===== src/rtl/rv32_mem_pkg.sv =====
// Shared RV32 load/store encodings, LSU state encoding and memory size default.
// Used by lsu_mem_master and lsu_lane_align.
package rv32_mem_pkg;

    localparam int MEM_BYTES_DEFAULT = 1024;

    localparam logic [2:0] F3_B  = 3'b000;
    localparam logic [2:0] F3_H  = 3'b001;
    localparam logic [2:0] F3_W  = 3'b010;
    localparam logic [2:0] F3_BU = 3'b100;
    localparam logic [2:0] F3_HU = 3'b101;

    localparam logic [2:0] ST_IDLE  = 3'd0;
    localparam logic [2:0] ST_READ  = 3'd1;
    localparam logic [2:0] ST_MERGE = 3'd2;
    localparam logic [2:0] ST_WRITE = 3'd3;
    localparam logic [2:0] ST_DONE  = 3'd4;

    typedef enum logic [2:0] {
        LSU_IDLE  = ST_IDLE,
        LSU_READ  = ST_READ,
        LSU_MERGE = ST_MERGE,
        LSU_WRITE = ST_WRITE,
        LSU_DONE  = ST_DONE
    } lsu_state_e;

    function automatic logic f3_legal(input logic write, input logic [2:0] funct3);
        if (write)
            return (funct3 == F3_B) || (funct3 == F3_H) || (funct3 == F3_W);
        return (funct3 == F3_B) || (funct3 == F3_H) || (funct3 == F3_W) ||
               (funct3 == F3_BU) || (funct3 == F3_HU);
    endfunction

endpackage


===== src/rtl/lsu_lane_align.sv =====
// Combinational byte-lane steering: sub-word load extract/extend and store merge.
// Halfwords use lane[1] only; words ignore the lane.
module lsu_lane_align
    import rv32_mem_pkg::*;
(
    input  logic [2:0]  funct3,
    input  logic [1:0]  lane,
    input  logic [31:0] word,
    input  logic [31:0] wdata,
    output logic [31:0] load_data,
    output logic [31:0] merge_data
);

    logic [7:0]  sel_byte;
    logic [15:0] sel_half;

    // NOTE: every output of a combinational block gets a default first, so no path leaves it unassigned (no latch).
    always_comb begin
        sel_byte = word[7:0];
        case (lane)
            2'd1:    sel_byte = word[15:8];
            2'd2:    sel_byte = word[23:16];
            2'd3:    sel_byte = word[31:24];
            default: sel_byte = word[7:0];
        endcase
        sel_half = lane[1] ? word[31:16] : word[15:0];

        load_data = word;
        case (funct3)
            F3_B:    load_data = {{24{sel_byte[7]}}, sel_byte};
            F3_BU:   load_data = {24'h0, sel_byte};
            F3_H:    load_data = {{16{sel_half[15]}}, sel_half};
            F3_HU:   load_data = {16'h0, sel_half};
            default: load_data = word;
        endcase
    end

    always_comb begin
        merge_data = wdata;
        case (funct3)
            F3_B: begin
                merge_data = word;
                case (lane)
                    2'd1:    merge_data[15:8]  = wdata[7:0];
                    2'd2:    merge_data[23:16] = wdata[7:0];
                    2'd3:    merge_data[31:24] = wdata[7:0];
                    default: merge_data[7:0]   = wdata[7:0];
                endcase
            end
            F3_H: begin
                merge_data = word;
                if (lane[1])
                    merge_data[31:16] = wdata[15:0];
                else
                    merge_data[15:0] = wdata[15:0];
            end
            default: merge_data = wdata;
        endcase
    end

endmodule


===== src/rtl/lsu_mem_master.sv =====
// Load/store unit master for the word-wide unified memory; SB/SH done as read-modify-write.
// Define LSU_MISALIGN_TRAP_EN to turn misaligned half/word accesses into error responses.
module lsu_mem_master
    import rv32_mem_pkg::*;
#(
    parameter int MEM_BYTES = MEM_BYTES_DEFAULT
)
(
    input  logic        clk,
    input  logic        reset,
    input  logic        req_valid,
    output logic        req_ready,
    input  logic        req_write,
    input  logic [2:0]  req_funct3,
    input  logic [31:0] req_addr,
    input  logic [31:0] req_wdata,
    output logic        resp_valid,
    output logic [31:0] resp_rdata,
    output logic        resp_err,
    output logic        memRead,
    output logic        memWrite,
    output logic [31:0] address,
    output logic [31:0] writeData,
    input  logic [31:0] memData
);

    lsu_state_e  state;
    logic        r_write;
    logic [2:0]  r_funct3;
    logic [31:0] r_addr;
    logic [31:0] r_wdata;
    logic        r_err;

    logic        hs;
    logic        req_err;
    logic        range_err;
    logic        misalign_err;
    logic [32:0] range_end;
    logic [31:0] load_data;
    logic [31:0] merge_data;

    assign range_end = {1'b0, req_addr[31:2], 2'b00} + 33'd3;
    assign range_err = range_end >= 33'(MEM_BYTES);

`ifdef LSU_MISALIGN_TRAP_EN
    always_comb begin
        misalign_err = 1'b0;
        if (req_funct3 == F3_H || req_funct3 == F3_HU)
            misalign_err = req_addr[0];
        else if (req_funct3 == F3_W)
            misalign_err = req_addr[1:0] != 2'b00;
    end
`else
    assign misalign_err = 1'b0;
`endif

    assign req_err   = !f3_legal(req_write, req_funct3) || range_err || misalign_err;
    assign req_ready = !reset && (state == LSU_IDLE);
    assign hs        = req_valid && req_ready;

    lsu_lane_align u_align (
        .funct3     (r_funct3),
        .lane       (r_addr[1:0]),
        .word       (memData),
        .wdata      (r_wdata),
        .load_data  (load_data),
        .merge_data (merge_data)
    );

    // NOTE: sequential state uses non-blocking assignments so every register samples pre-edge values.
    always_ff @(posedge clk) begin
        if (reset) begin
            state    <= LSU_IDLE;
            r_write  <= 1'b0;
            r_funct3 <= 3'b000;
            r_addr   <= 32'h0;
            r_wdata  <= 32'h0;
            r_err    <= 1'b0;
        end else begin
            case (state)
                LSU_IDLE: begin
                    if (hs) begin
                        r_write  <= req_write;
                        r_funct3 <= req_funct3;
                        r_addr   <= req_addr;
                        r_wdata  <= req_wdata;
                        r_err    <= req_err;
                        if (req_err)
                            state <= LSU_DONE;
                        else if (req_write && req_funct3 == F3_W)
                            state <= LSU_WRITE;
                        else
                            state <= LSU_READ;
                    end
                end
                LSU_READ:  state <= r_write ? LSU_MERGE : LSU_DONE;
                LSU_MERGE: begin
                    // memData now holds the old word; fold the store lanes into it.
                    r_wdata <= merge_data;
                    state   <= LSU_WRITE;
                end
                LSU_WRITE: state <= LSU_DONE;
                LSU_DONE:  state <= LSU_IDLE;
                default:   state <= LSU_IDLE;
            endcase
        end
    end

    // Strobes are gated by reset so a WRITE cycle that coincides with reset never reaches memory.
    assign memRead    = !reset && (state == LSU_READ);
    assign memWrite   = !reset && (state == LSU_WRITE);
    assign address    = reset ? 32'h0 : {r_addr[31:2], 2'b00};
    assign writeData  = reset ? 32'h0 : r_wdata;

    assign resp_valid = !reset && (state == LSU_DONE);
    assign resp_err   = resp_valid && r_err;
    assign resp_rdata = (resp_valid && !r_write && !r_err) ? load_data : 32'h0;

endmodule


===== config.mk =====
export PLATFORM = sky130hd
export DESIGN_NAME = lsu_mem_master
export DESIGN_NICKNAME = d
export VERILOG_FILES = /design/src/rtl/rv32_mem_pkg.sv /design/src/rtl/lsu_lane_align.sv /design/src/rtl/lsu_mem_master.sv
export SDC_FILE = /design/constraint.sdc
export NUM_CORES = 1
export LEC_CHECK = 0
export CAP_MARGIN = 40
export CORE_MARGIN = 5
export CORE_UTILIZATION = 46
export DETAILED_ROUTE_END_ITERATION = 7
export PLACE_DENSITY = 0.95
export SLEW_MARGIN = 40
export SYNTH_ARGS = -nofsm -noshare
export SYNTH_HDL_FRONTEND = slang
export SYNTH_SLANG_ARGS = --single-unit

===== constraint.sdc =====
create_clock -name clk -period 6.23 [get_ports clk]
set_clock_uncertainty 0.2 [all_clocks]
set_input_delay 1.246 -clock clk [delete_from_list [all_inputs] [get_ports clk]]
set_output_delay 1.246 -clock clk [all_outputs]
set_load 0.05 [all_outputs]

Word level (Yosys, flattened, before mapping)
Index checks and enable logic that the tools add are counted.
Word-level totals
  register bits after elaboration: 72
  output and inout port bits: 101
  logic and storage cells: 78
  bits of input ports: 103
Cells by class
  add/subtract/negate cells: 1
  reductions and logical operators: 27
  equality and inequality tests: 18
  muxes and demuxes: 23
  order comparisons: 1
Operator list (count)
  $mux W32: 4
  $pmux W32 S2: 2
  $pmux W32 S4: 1
  $mux W16: 3
  $add A32 B2 Y33 const B: 1
  $ge A33 B11 Y1 const B: 1
  $mux W8: 4
  $pmux W8 S3: 1
  $eq A3 B3 Y1 const B: 5
  $pmux W3 S4: 1
  $eq A3 B1 Y1 const B: 3
  $eq A3 B2 Y1 const B: 3
  $logic_and A1 B1 Y1: 9
  $logic_not A3 Y1: 3
  $mux W3: 3
  $ne A3 B3 Y1 const B: 2
  $logic_or A1 B1 Y1: 5
  $reduce_and A5 Y1: 1
  $eq A2 B2 Y1 const B: 2
  $logic_not A1 Y1: 4
  $reduce_and A4 Y1: 1
  $mux W1: 3
  $ne A3 B1 Y1 const B: 1
  $reduce_and A3 Y1: 1
  6 further kinds: 6

Longest topological paths before layout
  word-level depth: 11
  mapped depth: 7

Cells and area by module
A second synthesis with hierarchy kept.
Second synthesis, totals
  cells, all modules: 605
  area total of the unflattened synthesis: 4835.9 um2
Modules (own cells, without submodules)
  lsu_mem_master: seq. area each 1441.4 um2, area each 3500.9 um2, times used 1, cells each 410
  lsu_lane_align: seq. area each 0.0 um2, area each 1335.0 um2, times used 1, cells each 195

Worst setup path before layout
No wires, ideal clock.
  path kind: input -> output
  from: input reset
  to: output resp_rdata[2]
  required time: 4.784 ns
  arrival time: 5.188 ns
  path buffers: 1
  stages on the path: 4
  slack: -0.404 ns
  path through: nor4b_2 -> nand2_1 -> clkbuf_1 -> a2111oi_0
On the way
  word-level cells in the longest chain between the ends: 5
Ends and longest elaborated chain
  start, declared: RTL line lsu_mem_master.sv:10  | input logic reset,
  $logic_not A1 Y1: RTL line lsu_mem_master.sv:115  | assign resp_valid = !reset && (state == LSU_DONE);
  $logic_and A1 B1 Y1: RTL line lsu_mem_master.sv:115
  $logic_and A1 B1 Y1 (2 in a row): RTL line lsu_mem_master.sv:117  | assign resp_rdata = (resp_valid && !r_write && !r_err) ? load_data : 32'h0;
  $mux W32: RTL line lsu_mem_master.sv:117
  end, declared: RTL line lsu_mem_master.sv:18  | output logic [31:0] resp_rdata,
No other way between the ends.

Worst setup path after layout
  from: input reset
  to: output resp_rdata[5]
Same word-level chain as after synthesis.

==> results.md <==
- CTS tree: built
- Ys flop type: sky130_fd_sc_hd__dfxtp_1
- Clock Sinks: roughly 70
- Final setup violation count: 0
- Setup CP Type: in2out
- Clock transition at the register clock pins on the worst setup and hold paths after CTS: about 80 ps
- Total number of H-tree levels: 3
- Startpoint of the worst hold path: r_addr[5]
- Startpoint type of the worst setup path: input pin
- Initial core utilization: 47.1%
- Depth of the worst register-to-register path: 4
- Int Power: roughly 0.86 mW
- Number of rows created at floorplan: 36
- Vias in the first global route: 5183
- Slew margin rel.: a little over two fifths
- Final instance area: 6820 sq um
- Ratio of cells with drive above 1 in the final layout: between 4 and 5%
- Post-CTS resize count: 0
- Reg2Reg Setup Slack: around 3600 ps
- DIE WIDTH: ~110 microns
- Detailed-route vias per instance: a little under 6
- Part of the power in combinational logic: a little over a quarter
- Top post-synthesis cells by area: sky130_fd_sc_hd__dfxtp_1, sky130_fd_sc_hd__nor2b_1, sky130_fd_sc_hd__nand2_1, sky130_fd_sc_hd__mux2i_1, sky130_fd_sc_hd__a21oi_1
- Global-route wire length before repair: 25800 microns
- Overall die height: 110 microns
- Placed inst area: between 6000 and 7000 sq um
- Largest net degree at the start of global routing: 85
- Root buf cell: sky130_fd_sc_hd__clkbuf_8
- Tightest Pin Transition: between 800 and 900 ps
- Count of yosys warnings during synthesis: 0
- DR DRC count: 0
- Endpoint kind of the worst setup timing path: output port
- Largest fanout on the critical path: 18
- Detailed-route via count: between 5000 and 6000
- Portion of synthesized cell area occupied by the leading cell type: between 30% and 40%
- Pwr per Cell Area: roughly 180 nW/um^2
- Post-CTS setup repair buffer count: 0
- Number of hold violations in the final report: 0
- Net total in the final layout: 881
- Total iterations of the first detailed-routing run: 5
- Number of buffers between clock root and the deepest sink: 2
- Synthesis-stage register bit count: 72
- Upper clock frequency limit: around 180 MHz
- CTS buffer count: 9
- R2R Path Start: r_funct3[1]
- Switching power as a share of total power: between 30% and 40%
- Share of total power in the clock network: 32.5%
- Number of cells on the worst hold path: 2
- RSZ-0062 raised after global routing: false
- Initial antenna violation count: 0
- Total of buffers placed on input and output ports: roughly 200
- Routed length per instance: ~18 microns
- Arrival time of data at the critical path endpoint: 4130 ps
- Core Area: between 9000 and 10000 sq um
- Worst Path Required: approximately 4800 ps
- Part of the power in registers: between 40 and 50%
- Cells after Synth: 612
- Placer's final routability congestion estimate: about 1
- GR Util All Layers: 27.2%
- Reported max-cap violation count: 0
- Latest clock arrival within the worst-skew pair: about 340 ps
- Biggest area consumer among synthesized cells: sky130_fd_sc_hd__dfxtp_1
- Slew Limit Fails: 0
- Largest voltage drop on the vdd net: ~0.00011 V
- Async set-or-reset flop fraction in the synthesized netlist: 0%
- Lkg Pwr: about 2.5 nW
- Final clock period utilization by the worst path: ~90%
- Count of flip-flops with a built-in enable after synthesis: 0
- Most common library cell in the layout ignoring fill and taps: sky130_fd_sc_hd__clkdlybuf4s50_1
- Final worst path period need: around 5600 ps
- Critical R2R Capture: r_wdata[13]
- Hold Buf Count CTS: 0
- Most frequent cells in the layout: sky130_fd_sc_hd__clkdlybuf4s50_1, sky130_fd_sc_hd__nand2_1, sky130_fd_sc_hd__nor2b_1
- Avg Synthesized Cell Area: around 7.5 sq um
- Cell area after technology mapping: 4600 sq um
- Detailed Route Iter0 Violations: between 400 and 500
- Area Growth Syn to Fin: 48.1%
- Residual antenna-violating net count after detailed routing: 0
- Type of the worst min-delay path: reg2reg
- P_sw: approximately 0.39 mW
- Hold worst-path end: r_addr[5]
- Overall routed net length: between 15000 and 20000 microns
- Total overflow reported by the global router: 0
- Sequential fraction of the synthesis area: a little under a third
- Sum Neg Setup Slack: 0 ps
- Antenna Cells: 0
- Result of the run: completed
- Full die area: roughly 12000 sq um
- Io pins: slightly above 200
- Total half-perimeter wirelength after legalization and detailed placement: about 13000 microns
- Number of library cell types mapped by synthesis: 50
## synth_stat cells (all sizes together) (2+ instances only)
cell type / number
a2111oi: 15
a211oi: 2
a21oi: 38
a221oi: 8
a22oi: 8
a311oi: 8
a32o: 8
and2: 4
and3b: 8
buf: 18
clkbuf: 36
dfxtp: 72
inv: 9
mux2: 3
mux2i: 33
nand2: 108
nand2b: 9
nor2: 48
nor2b: 72
nor3: 19
nor3b: 3
nor4: 6
nor4b: 2
o211ai: 8
o21a: 3
o21ai: 18
o22ai: 9
o31a: 8
o31ai: 8
or4: 8
## power by group through the flow
| stage | Clock [mW] | Sequential (mW) | Combinational (mW) |
|---|---|---|---|
| after floorplan | 0 | 0.503 | 0.196 |
| after global placement | 0 | 0.515 | 0.326 |
| after detailed placement | 0 | 0.517 | 0.329 |
| after CTS | 0.411 | 0.506 | 0.331 |
| after global routing | 0.435 | 0.510 | 0.353 |
| final | 0.405 | 0.508 | 0.333 |
## logic make-up after synthesis
group	count (synthesis)	share of synthesized area (%)
other	1	0.0814
buffers and inverters	64	6.06
DFF	72	31.3
AOI/OAI and AO/OA	145	22.2
and+or+nand+nor	294	32.4
muxes	36	7.91
## stage by stage
stage	power, mW	hold WS (ps)	instances	utilization, %	setup slack [ps]
6_report	1.25	255	915	69.8	649
5_1_grt	1.30	267	915	69.8	572
4_1_cts	1.25	256	915	69.8	714
3_5_place_dp	0.846	246	900	67.5	744
3_3_place_gp	0.841	238	900	67.5	821
2_1_floorplan	0.700	232	613	-	-404
## layer usage
layer | track usage [%] | wire (microns) | vias up
met4 | 13.1 | 697 | 0
met1 | 32.0 | 6470 | 2410
met3 | 5.77 | 1560 | 58
met5 | 0 | 0 | -
li1 | - | - | 2501
met2 | 46.9 | 8080 | 305
## worst max-delay path, cell delays in order
cell	delay [ps]
sky130_fd_sc_hd__buf_4	120
sky130_fd_sc_hd__nor4b_2	280
sky130_fd_sc_hd__nand2_1	430
sky130_fd_sc_hd__buf_4	360
sky130_fd_sc_hd__a2111oi_0	740
sky130_fd_sc_hd__clkdlybuf4s50_1	950
## worst max path at each step
stage / from / to / slack, ps / cells past startpoint
after floorplan: reset / resp_rdata[2] / -400 / 4
after global placement: reset / resp_rdata[5] / 820 / 6
after detailed placement: reset / resp_rdata[5] / 740 / 6
after CTS: reset / resp_rdata[5] / 710 / 6
after global routing: reset / resp_rdata[5] / 570 / 6
final: reset / resp_rdata[5] / 650 / 6
## state kept, by name, summed over array words and instances, names as in the netlist
name      cells
r_addr       32
r_err         1
r_funct3      3
r_wdata      32
r_write       1
state         3
## area by class of cell
class / count / area, sq um
clock buffer: 10 / 138
clock inverter: 5 / 81.3
multi-input combinational: 477 / 2890
tap: 133 / 166
timing repair buffer: 208 / 2060
sequential: 72 / 1450
inverter: 10 / 37.5
fill: 813 / 2950
(Power assumes the default switching activity.)
